==> src/rtl/logic_pod_uart_arbiter_pkg.sv <==
// Shared types and constants for the logic-pod UART arbiter: FSM state encoding,
// the end-of-message byte and the default stall limit.
package logic_pod_pkg;

  typedef enum logic [1:0] {
    ST_IDLE = 2'd0,
    ST_SEND = 2'd1,
    ST_WAIT = 2'd2
  } arb_state_e;

  localparam logic [7:0] LOGIC_POD_EOL = 8'h0A;

  // 10 ms at 125 MHz
  localparam int unsigned LOGIC_POD_TIMEOUT_DEFAULT = 32'd1250000;

  function automatic logic is_eol(input logic [7:0] b);
    return (b == LOGIC_POD_EOL);
  endfunction

endpackage

==> src/rtl/logic_pod_uart_arbiter_picker.sv <==
// Combinational round-robin search: first set bit of req_i found by walking
// upward from start_i and wrapping modulo NUM_REQ.
module rr_priority_picker #(
  parameter  int NUM_REQ = 2,
  localparam int IDX_W   = (NUM_REQ > 1) ? $clog2(NUM_REQ) : 1
) (
  input  logic [NUM_REQ-1:0] req_i,
  input  logic [IDX_W-1:0]   start_i,
  output logic [NUM_REQ-1:0] pick_o,
  output logic [IDX_W-1:0]   pick_idx_o,
  output logic               found_o
);

  logic [31:0] idx_s;

  // Rotate-search; the first hit after start_i wins.
  always_comb begin
    pick_o     = '0;
    pick_idx_o = '0;
    found_o    = 1'b0;
    idx_s      = 32'd0;
    for (int k = 0; k < NUM_REQ; k++) begin
      idx_s = (32'(start_i) + 32'(k)) % 32'(NUM_REQ);
      if (!found_o && req_i[idx_s]) begin
        found_o       = 1'b1;
        pick_o[idx_s] = 1'b1;
        pick_idx_o    = idx_s[IDX_W-1:0];
      end else begin
        found_o = found_o;
      end
    end
  end

endmodule

==> src/rtl/logic_pod_uart_arbiter.sv <==
// Message-granular round-robin arbiter sharing one pod-control UART transmitter.
// Optional stall timeout is enabled by defining LOGIC_POD_ARB_TIMEOUT_EN.
module logic_pod_uart_arbiter
  import logic_pod_pkg::*;
#(
  parameter int NUM_REQ        = 2,
  parameter int TIMEOUT_CYCLES = LOGIC_POD_TIMEOUT_DEFAULT
) (
  input  logic                 clk_125mhz,
  input  logic                 rst_n,
  input  logic                 pod_power_en,
  input  logic [NUM_REQ-1:0]   req_valid,
  input  logic [8*NUM_REQ-1:0] req_data,
  output logic [NUM_REQ-1:0]   req_ready,
  output logic [NUM_REQ-1:0]   grant,
  output logic                 busy,
  output logic                 uart_tx_en,
  output logic [7:0]           uart_tx_data,
  input  logic                 uart_tx_done,
  output logic                 timeout_err
);

  localparam int IDX_W = (NUM_REQ > 1) ? $clog2(NUM_REQ) : 1;
  localparam logic [IDX_W-1:0] LAST_IDX = IDX_W'(NUM_REQ - 1);

  arb_state_e         state_q, state_d;
  logic [NUM_REQ-1:0] grant_q, grant_d;
  logic [IDX_W-1:0]   owner_q, owner_d;
  logic [IDX_W-1:0]   last_owner_q, last_owner_d;
  logic               eol_q, eol_d;
  logic [7:0]         tx_data_q, tx_data_d;
  logic               tx_en_q, tx_en_d;
  logic [NUM_REQ-1:0] req_ready_q, req_ready_d;
  logic               timeout_err_q, timeout_err_d;

  logic [IDX_W-1:0]   start_s;
  logic [NUM_REQ-1:0] pick_s;
  logic [IDX_W-1:0]   pick_idx_s;
  logic               pick_found_s;
  logic               owner_valid_s;
  logic [7:0]         owner_byte_s;
  logic               cnt_expired_s;

  assign start_s       = (last_owner_q == LAST_IDX) ? IDX_W'(0) : (last_owner_q + IDX_W'(1));
  assign owner_valid_s = req_valid[owner_q];
  assign owner_byte_s  = req_data[8*owner_q +: 8];

  rr_priority_picker #(
    .NUM_REQ (NUM_REQ)
  ) u_picker (
    .req_i      (req_valid),
    .start_i    (start_s),
    .pick_o     (pick_s),
    .pick_idx_o (pick_idx_s),
    .found_o    (pick_found_s)
  );

`ifdef LOGIC_POD_ARB_TIMEOUT_EN
  localparam int CNT_W = (TIMEOUT_CYCLES > 1) ? $clog2(TIMEOUT_CYCLES) : 1;
  localparam logic [CNT_W-1:0] CNT_LAST = CNT_W'(TIMEOUT_CYCLES - 1);

  logic [CNT_W-1:0] cnt_q, cnt_d;

  assign cnt_expired_s = (cnt_q == CNT_LAST);

  // Stall counter: restarts on any state change, runs while the owner stalls.
  always_comb begin
    cnt_d = cnt_q;
    if (state_d != state_q) begin
      cnt_d = '0;
    end else if ((state_q == ST_SEND) || (state_q == ST_WAIT)) begin
      cnt_d = cnt_q + CNT_W'(1);
    end else begin
      cnt_d = '0;
    end
  end

  // Stall counter register.
  always_ff @(posedge clk_125mhz or negedge rst_n) begin
    if (!rst_n) begin
      cnt_q <= '0;
    end else begin
      cnt_q <= cnt_d;
    end
  end
`else
  assign cnt_expired_s = 1'b0;
`endif

  // Arbitration FSM next-state and registered-output logic.
  always_comb begin
    state_d       = state_q;
    grant_d       = grant_q;
    owner_d       = owner_q;
    last_owner_d  = last_owner_q;
    eol_d         = eol_q;
    tx_data_d     = tx_data_q;
    tx_en_d       = 1'b0;
    req_ready_d   = '0;
    timeout_err_d = 1'b0;

    if (!pod_power_en) begin
      // In-flight byte is abandoned; the rotation pointer is kept.
      state_d = ST_IDLE;
      grant_d = '0;
    end else begin
      case (state_q)
        ST_IDLE: begin
          if (pick_found_s) begin
            grant_d = pick_s;
            owner_d = pick_idx_s;
            state_d = ST_SEND;
          end else begin
            grant_d = '0;
          end
        end
        ST_SEND: begin
          if (owner_valid_s) begin
            req_ready_d[owner_q] = 1'b1;
            tx_en_d              = 1'b1;
            tx_data_d            = owner_byte_s;
            eol_d                = is_eol(owner_byte_s);
            state_d              = ST_WAIT;
          end else if (cnt_expired_s) begin
            timeout_err_d = 1'b1;
            grant_d       = '0;
            last_owner_d  = owner_q;
            state_d       = ST_IDLE;
          end else begin
            state_d = ST_SEND;
          end
        end
        ST_WAIT: begin
          if (uart_tx_done) begin
            if (eol_q) begin
              grant_d      = '0;
              last_owner_d = owner_q;
              state_d      = ST_IDLE;
            end else begin
              state_d = ST_SEND;
            end
          end else if (cnt_expired_s) begin
            timeout_err_d = 1'b1;
            grant_d       = '0;
            last_owner_d  = owner_q;
            state_d       = ST_IDLE;
          end else begin
            state_d = ST_WAIT;
          end
        end
        default: begin
          state_d = ST_IDLE;
          grant_d = '0;
        end
      endcase
    end
  end

  // State and output registers; the pointer resets so requester 0 wins first.
  always_ff @(posedge clk_125mhz or negedge rst_n) begin
    if (!rst_n) begin
      state_q       <= ST_IDLE;
      grant_q       <= '0;
      owner_q       <= '0;
      last_owner_q  <= LAST_IDX;
      eol_q         <= 1'b0;
      tx_data_q     <= 8'h00;
      tx_en_q       <= 1'b0;
      req_ready_q   <= '0;
      timeout_err_q <= 1'b0;
    end else begin
      state_q       <= state_d;
      grant_q       <= grant_d;
      owner_q       <= owner_d;
      last_owner_q  <= last_owner_d;
      eol_q         <= eol_d;
      tx_data_q     <= tx_data_d;
      tx_en_q       <= tx_en_d;
      req_ready_q   <= req_ready_d;
      timeout_err_q <= timeout_err_d;
    end
  end

  assign grant        = grant_q;
  assign busy         = |grant_q;
  assign req_ready    = req_ready_q;
  assign uart_tx_en   = tx_en_q;
  assign uart_tx_data = tx_data_q;
  assign timeout_err  = timeout_err_q;

endmodule
==> config.mk <==
export PLATFORM = sky130hd
export DESIGN_NAME = logic_pod_uart_arbiter
export DESIGN_NICKNAME = d
export VERILOG_FILES = /design/src/rtl/logic_pod_uart_arbiter_pkg.sv /design/src/rtl/logic_pod_uart_arbiter_picker.sv /design/src/rtl/logic_pod_uart_arbiter.sv
export SDC_FILE = /design/constraint.sdc
export NUM_CORES = 1
export LEC_CHECK = 0
export CAP_MARGIN = 20
export CORE_MARGIN = 3
export CORE_UTILIZATION = 40
export DETAILED_ROUTE_END_ITERATION = 12
export GPL_TIMING_DRIVEN = 0
export PLACE_DENSITY_LB_ADDON = 0.3
export SYNTH_ARGS = -nofsm -noshare
export SYNTH_HDL_FRONTEND = slang
export SYNTH_HIERARCHICAL = 1
export SYNTH_SLANG_ARGS = --single-unit
==> constraint.sdc <==
create_clock -name clk_125mhz -period 3.28 [get_ports clk_125mhz]
set_input_delay 0.492 -clock clk_125mhz [delete_from_list [all_inputs] [get_ports clk_125mhz]]
set_output_delay 0.492 -clock clk_125mhz [all_outputs]
set_load 0.02 [all_outputs]
* Yosys cells after proc, flatten, opt, wreduce, memory -nomap -nowiden
Index checks and enable logic that the tools add are counted. Widths: inputs -> output; s select.
Word-level totals: flip-flop bits (word level) 18, bits in latches 0, bits in writable memories 0, memory bits (read-only) 0, input port bits 22, memories kept 0
Cells by class: $add $sub $neg 2, multipliers 0, divide/modulo/power cells 0, $lt $le $gt $ge 6, equal/unequal tests 7, shifts and indexed selects 1, mux-type cells 36, bitwise logic cells 1, reduce and logical (&&, ||, !) cells 11
Operators with widths (number):
- $mux 2 | 13
- $mux 1 | 18
- $shiftx 16x5->8 | 1
- $pmux 2 s3 | 2
- $ne 3x3->1 const B | 3
- $reduce_and 3->1 | 3
- $eq 8x4->1 const B | 1
- $lt 1x2->1 const B | 3
- $logic_and 1x1->1 | 4
- $reduce_and 4->1 | 1
- $demux 1 s1 | 3
- $ge 1x1->1 const B | 3
- $add 1x1->1 const B | 2
- $eq 2x1->1 const B | 1
- $eq 2x2->1 const B | 1
- $logic_not 2->1 | 1
- $ne 2x2->1 const B | 1
- $or 2x2->2 | 1
- $reduce_or 2->1 | 1
- $logic_not 1->1 | 1

* Logic depth before layout (Yosys ltp)
depth in word-level cells 12, mapped depth 4

* Cells and area by module
Netlist, hierarchy kept.
Modules (own cells, without submodules):
- logic_pod_uart_arbiter | times used 1, cells each 70, area each 948.4 um^2, seq. area each 451.7 um^2
- rr_priority_picker | times used 1, cells each 5, area each 32.5 um^2, seq. area each 0.0 um^2

* Least setup slack after synthesis
OpenSTA, ideal clock, no wires.
path type input port to flip-flop, start input port req_valid[1], end register tx_data_q[0], in the netlist uart_tx_data[0], library setup time 0.125 ns, data arrival time 1.220 ns, required time 3.155 ns, path slack 1.935 ns, stages 4, buffers on the path 1, path through nand2_1 > a21oi_4 > buf_8 > mux2_4
Between the ends: word-level cells in the longest chain between the ends 3
Ends and longest elaborated chain:
- from (decl) | line logic_pod_uart_arbiter.sv:12 | input logic [NUM_REQ-1:0] req_valid,
- $mux 1 (implied by the code) (2 in series) | line logic_pod_uart_arbiter.sv:45 | assign owner_valid_s = req_valid[owner_q];
- $reduce_and 3->1 (no line)
- to (signal assigned) | line logic_pod_uart_arbiter.sv:177 | tx_data_q <= tx_data_d;
- to (decl) | line logic_pod_uart_arbiter.sv:31 | logic [7:0] tx_data_q, tx_data_d;
Every way passes these cells. The select of a mux whose other input is x is not followed. A chain may end at the register's enable or synchronous reset.

* Worst setup path after layout
start register grant_q[1], in the netlist grant[1], end output port busy
Between the ends: word-level cells in the longest chain between the ends 1
Ends and longest elaborated chain:
- from (decl) | line logic_pod_uart_arbiter.sv:27 | logic [NUM_REQ-1:0] grant_q, grant_d;
- from (signal assigned) | line logic_pod_uart_arbiter.sv:173 | grant_q <= grant_d;
- $reduce_or 2->1 | line logic_pod_uart_arbiter.sv:185 | assign busy = |grant_q;
- to (decl) | line logic_pod_uart_arbiter.sv:16 | output logic busy,
Every way passes these cells.

==> run_results.csv <==
group,metric,value,unit
synthesis,synth_area_per_cell,13.1,µm²
grt,grt_max_degree,19,
route,wl_per_cell,14.5,µm
synthesis,syn_nets,97,
synthesis,synth_edf_count,0,
placed_design,place_area,0.00137,mm²
clock_tree,clock_latency,0.29,ns
clock_tree,clk_pin_slew_worst_paths,0.10,ns
power,peakVddDrop,0.361,mV
die,row_count,17,
grt,overflow,0,
synthesis,ys_ff_latch,18,
sta,slew_viol_final,0,
clock_tree,cts_setup_buffers,0,
critical_path,cpPeakStageDelay,0.54,ns
status,status,"completed",
synthesis,yosysSeqAreaShare,0.460,
grt,grt_pass1_vias,744,
sta,finalHoldViolCount,0,
route,firstDrtPassIters,2,
sta,clock_skew,0.0136,ns
placed_design,io_buffers,35,
critical_path,arrival,1.51,ns
sta,slew_headroom,0.453,
synthesis,yosys_warnings,6,
die,die_y,55.5,µm
synthesis,synth_top_area_cell,"dfrtp_1",
placed_design,hpwlAfterDp,1600,µm
synthesis,yosys-top-cells-area,"dfrtp_1, mux2_4, mux2_2",
clock_tree,cts_tree,"yes",
critical_path,cp_max_fo,3,
sta,finalSetupTns,0,ns
placed_design,routabilityCongestion,0.719,
critical_path,rr_worst_depth,4,
power,cellPowerDensity,623,mW/mm²
synthesis,synth_cells,75,
grt,antenna_found_initial,0,
critical_path,critPathKind,"reg -> out",
power,power,0.867,mW
die,start_util,0.431,
grt,grt_pass1_wl,3330,µm
critical_path,crit_slowest_cell,"clkdlybuf4s50_1",
synthesis,ys_async_sr_fraction,1.00,
synthesis,syn-cell-area,981,µm²
final_layout,final_nets,137,
sta,clock.fmax,499,MHz
route,ant_nets,0,
route,first_iter_violations,11,
flow_run,drv_cap,0,
die,io_pins,37,
clock_tree,htree_levels,1,
clock_tree,numCtsBuffers,3,
critical_path,cp_cell_sequence,"or2_2, clkdlybuf4s50_1",
die,dieArea,0.00308,mm²
route,wl,2050,µm
final_layout,antenna_cells,0,
route,route.detailed.drc,0,
die,die-width,55.5,µm
clock_tree,clkSinkCount,18,
sta,setup_violations,0,
power,power.leakage,0.594,nW
die,core,0.00228,mm²
final_layout,area_growth_syn_to_layout,42.0,%
route,vias,730,
grt,grt_usage,0.138,
clock_tree,clock_path_buffers,2,
synthesis,yosys.cell_types.count,32,
critical_path,worst_ep_required_time,2.79,ns
sta,timing.final.crit_period,2.01,ns
placed_design,placedCellCount,138,
critical_path,end_kind,"primary output",
sta,min_period_over_period,0.611,
synthesis,synth_top_area_frac,0.434,
clock_tree,cts-resized-gates,0,
sta,tightest_slew,0.817,ns
final_layout,design_area,0.00139,mm²
clock_tree,hold_buffers,0,
synthesis,ys.flop_type,"dfrtp_1",
critical_path,startpoint_type,"flip-flop",
final_layout,drive_gt1_frac,0.237,
hold_path,worstHoldPathCells,1,
final_layout,layout.cells.non_filler,142,
clock_tree,cts-root-buf,"clkbuf_4",
hold_path,hold_class,"reg -> reg",
route,viasPerCell,5.14,
sta,rsz0062_at_grt,"no",
[synth_stat cells (2+ instances only)]
library cell and number:
inv_1 2, dfrtp_1 17, nand2b_1 4, a32o_1 2, a21boi_0 3, mux2_4 7, mux2_2 9, nor4bb_1 2
nor4_1 2, nand3b_1 2, nor2_1 2, a211o_1 2, mux2_1 2
[kinds of logic after synthesis]
| logic type | synth area share |
|---|---|
| buffers and inverters | 0.0357 |
| multiplexers | 0.233 |
| AND/OR/NAND/NOR | 0.153 |
| other | 0.00382 |
| AO/OA/AOI/OAI | 0.114 |
| flip-flops | 0.460 |
[cell type report]
cell class | count | area, µm²
clock buffer | 4 | 26.3
fill | 190 | 883
sequential | 18 | 452
multi-input combinational | 52 | 494
buffer | 3 | 27.5
timing repair buffer | 35 | 350
inverter | 2 | 7.51
tap | 28 | 35.0
[sequential cells by signal, summed over array words and instances (netlist names)]
name,flops
eol_q,1
grant,2
state_q,2
owner_q,1
uart_tx_data,8
last_owner_q,1
uart_tx_en,1
req_ready,2
[through the flow]
stage / hold slack (ns) / utilization / setup slack [ns]
after global routing: 0.546 / 0.612 / 1.22
after CTS: 0.530 / 0.612 / 1.26
after floorplan: 0.196 / - / 1.94
after detailed placement: 0.499 / 0.600 / 1.23
final: 0.524 / 0.612 / 1.27
after global placement: 0.492 / 0.600 / 1.26
[worst max-delay path: cells and delay by family (launching register included)]
| family | cells | cell delay (ns) |
|---|---|---|
| DFF | 1 | 0.40 |
| and+or+nand+nor | 1 | 0.30 |
| buffers and inverters | 1 | 0.54 |
[worst paths after layout]
check,slack (ns),endpoint,startpoint
min in group asynchronous,0.66,uart_tx_data[4],rst_n
setup reg to reg,1.86,uart_tx_data[7],state_q[1]
hold reg to reg,0.52,uart_tx_data[2],uart_tx_data[2]
max in group asynchronous,2.10,grant[0],rst_n
setup / recovery,1.27,busy,grant[1]
hold / removal,0.52,uart_tx_data[2],uart_tx_data[2]
[placed cells by master, fill, tap and decap left out, drive strengths merged, types with 2 or more instances in the layout]
cell / synthesis / layout
clkdlybuf4s50: 0 / 35
mux2: 18 / 18
dfrtp: 17 / 17
nand2b: 4 / 4
clkbuf: 0 / 4
a21boi: 3 / 3
nand3b: 3 / 3
buf: 3 / 3
nor2: 2 / 2
inv: 2 / 2
a32o: 2 / 2
nor4bb: 2 / 2
nor4: 2 / 2
a211o: 2 / 2
or2: 2 / 2
a21oi: 2 / 2
[layer usage]
metal,part of all wire,vias up,global-route usage
met3,0.089,2,0.0748
met1,0.42,351,0.166
li1,-,352,-
met5,0,-,0
met4,0.0088,0,0.0313
met2,0.48,25,0.216
[report_power, final]
part	switching [mW]	total (mW)	leakage (nW)	internal, mW
sequential	0.0432	0.339	0.225	0.296
combinational	0.174	0.417	0.354	0.243
clock	0.0638	0.111	0.0150	0.0473
total	0.281	0.867	0.594	0.586
Power figures use the tool's default switching activity.
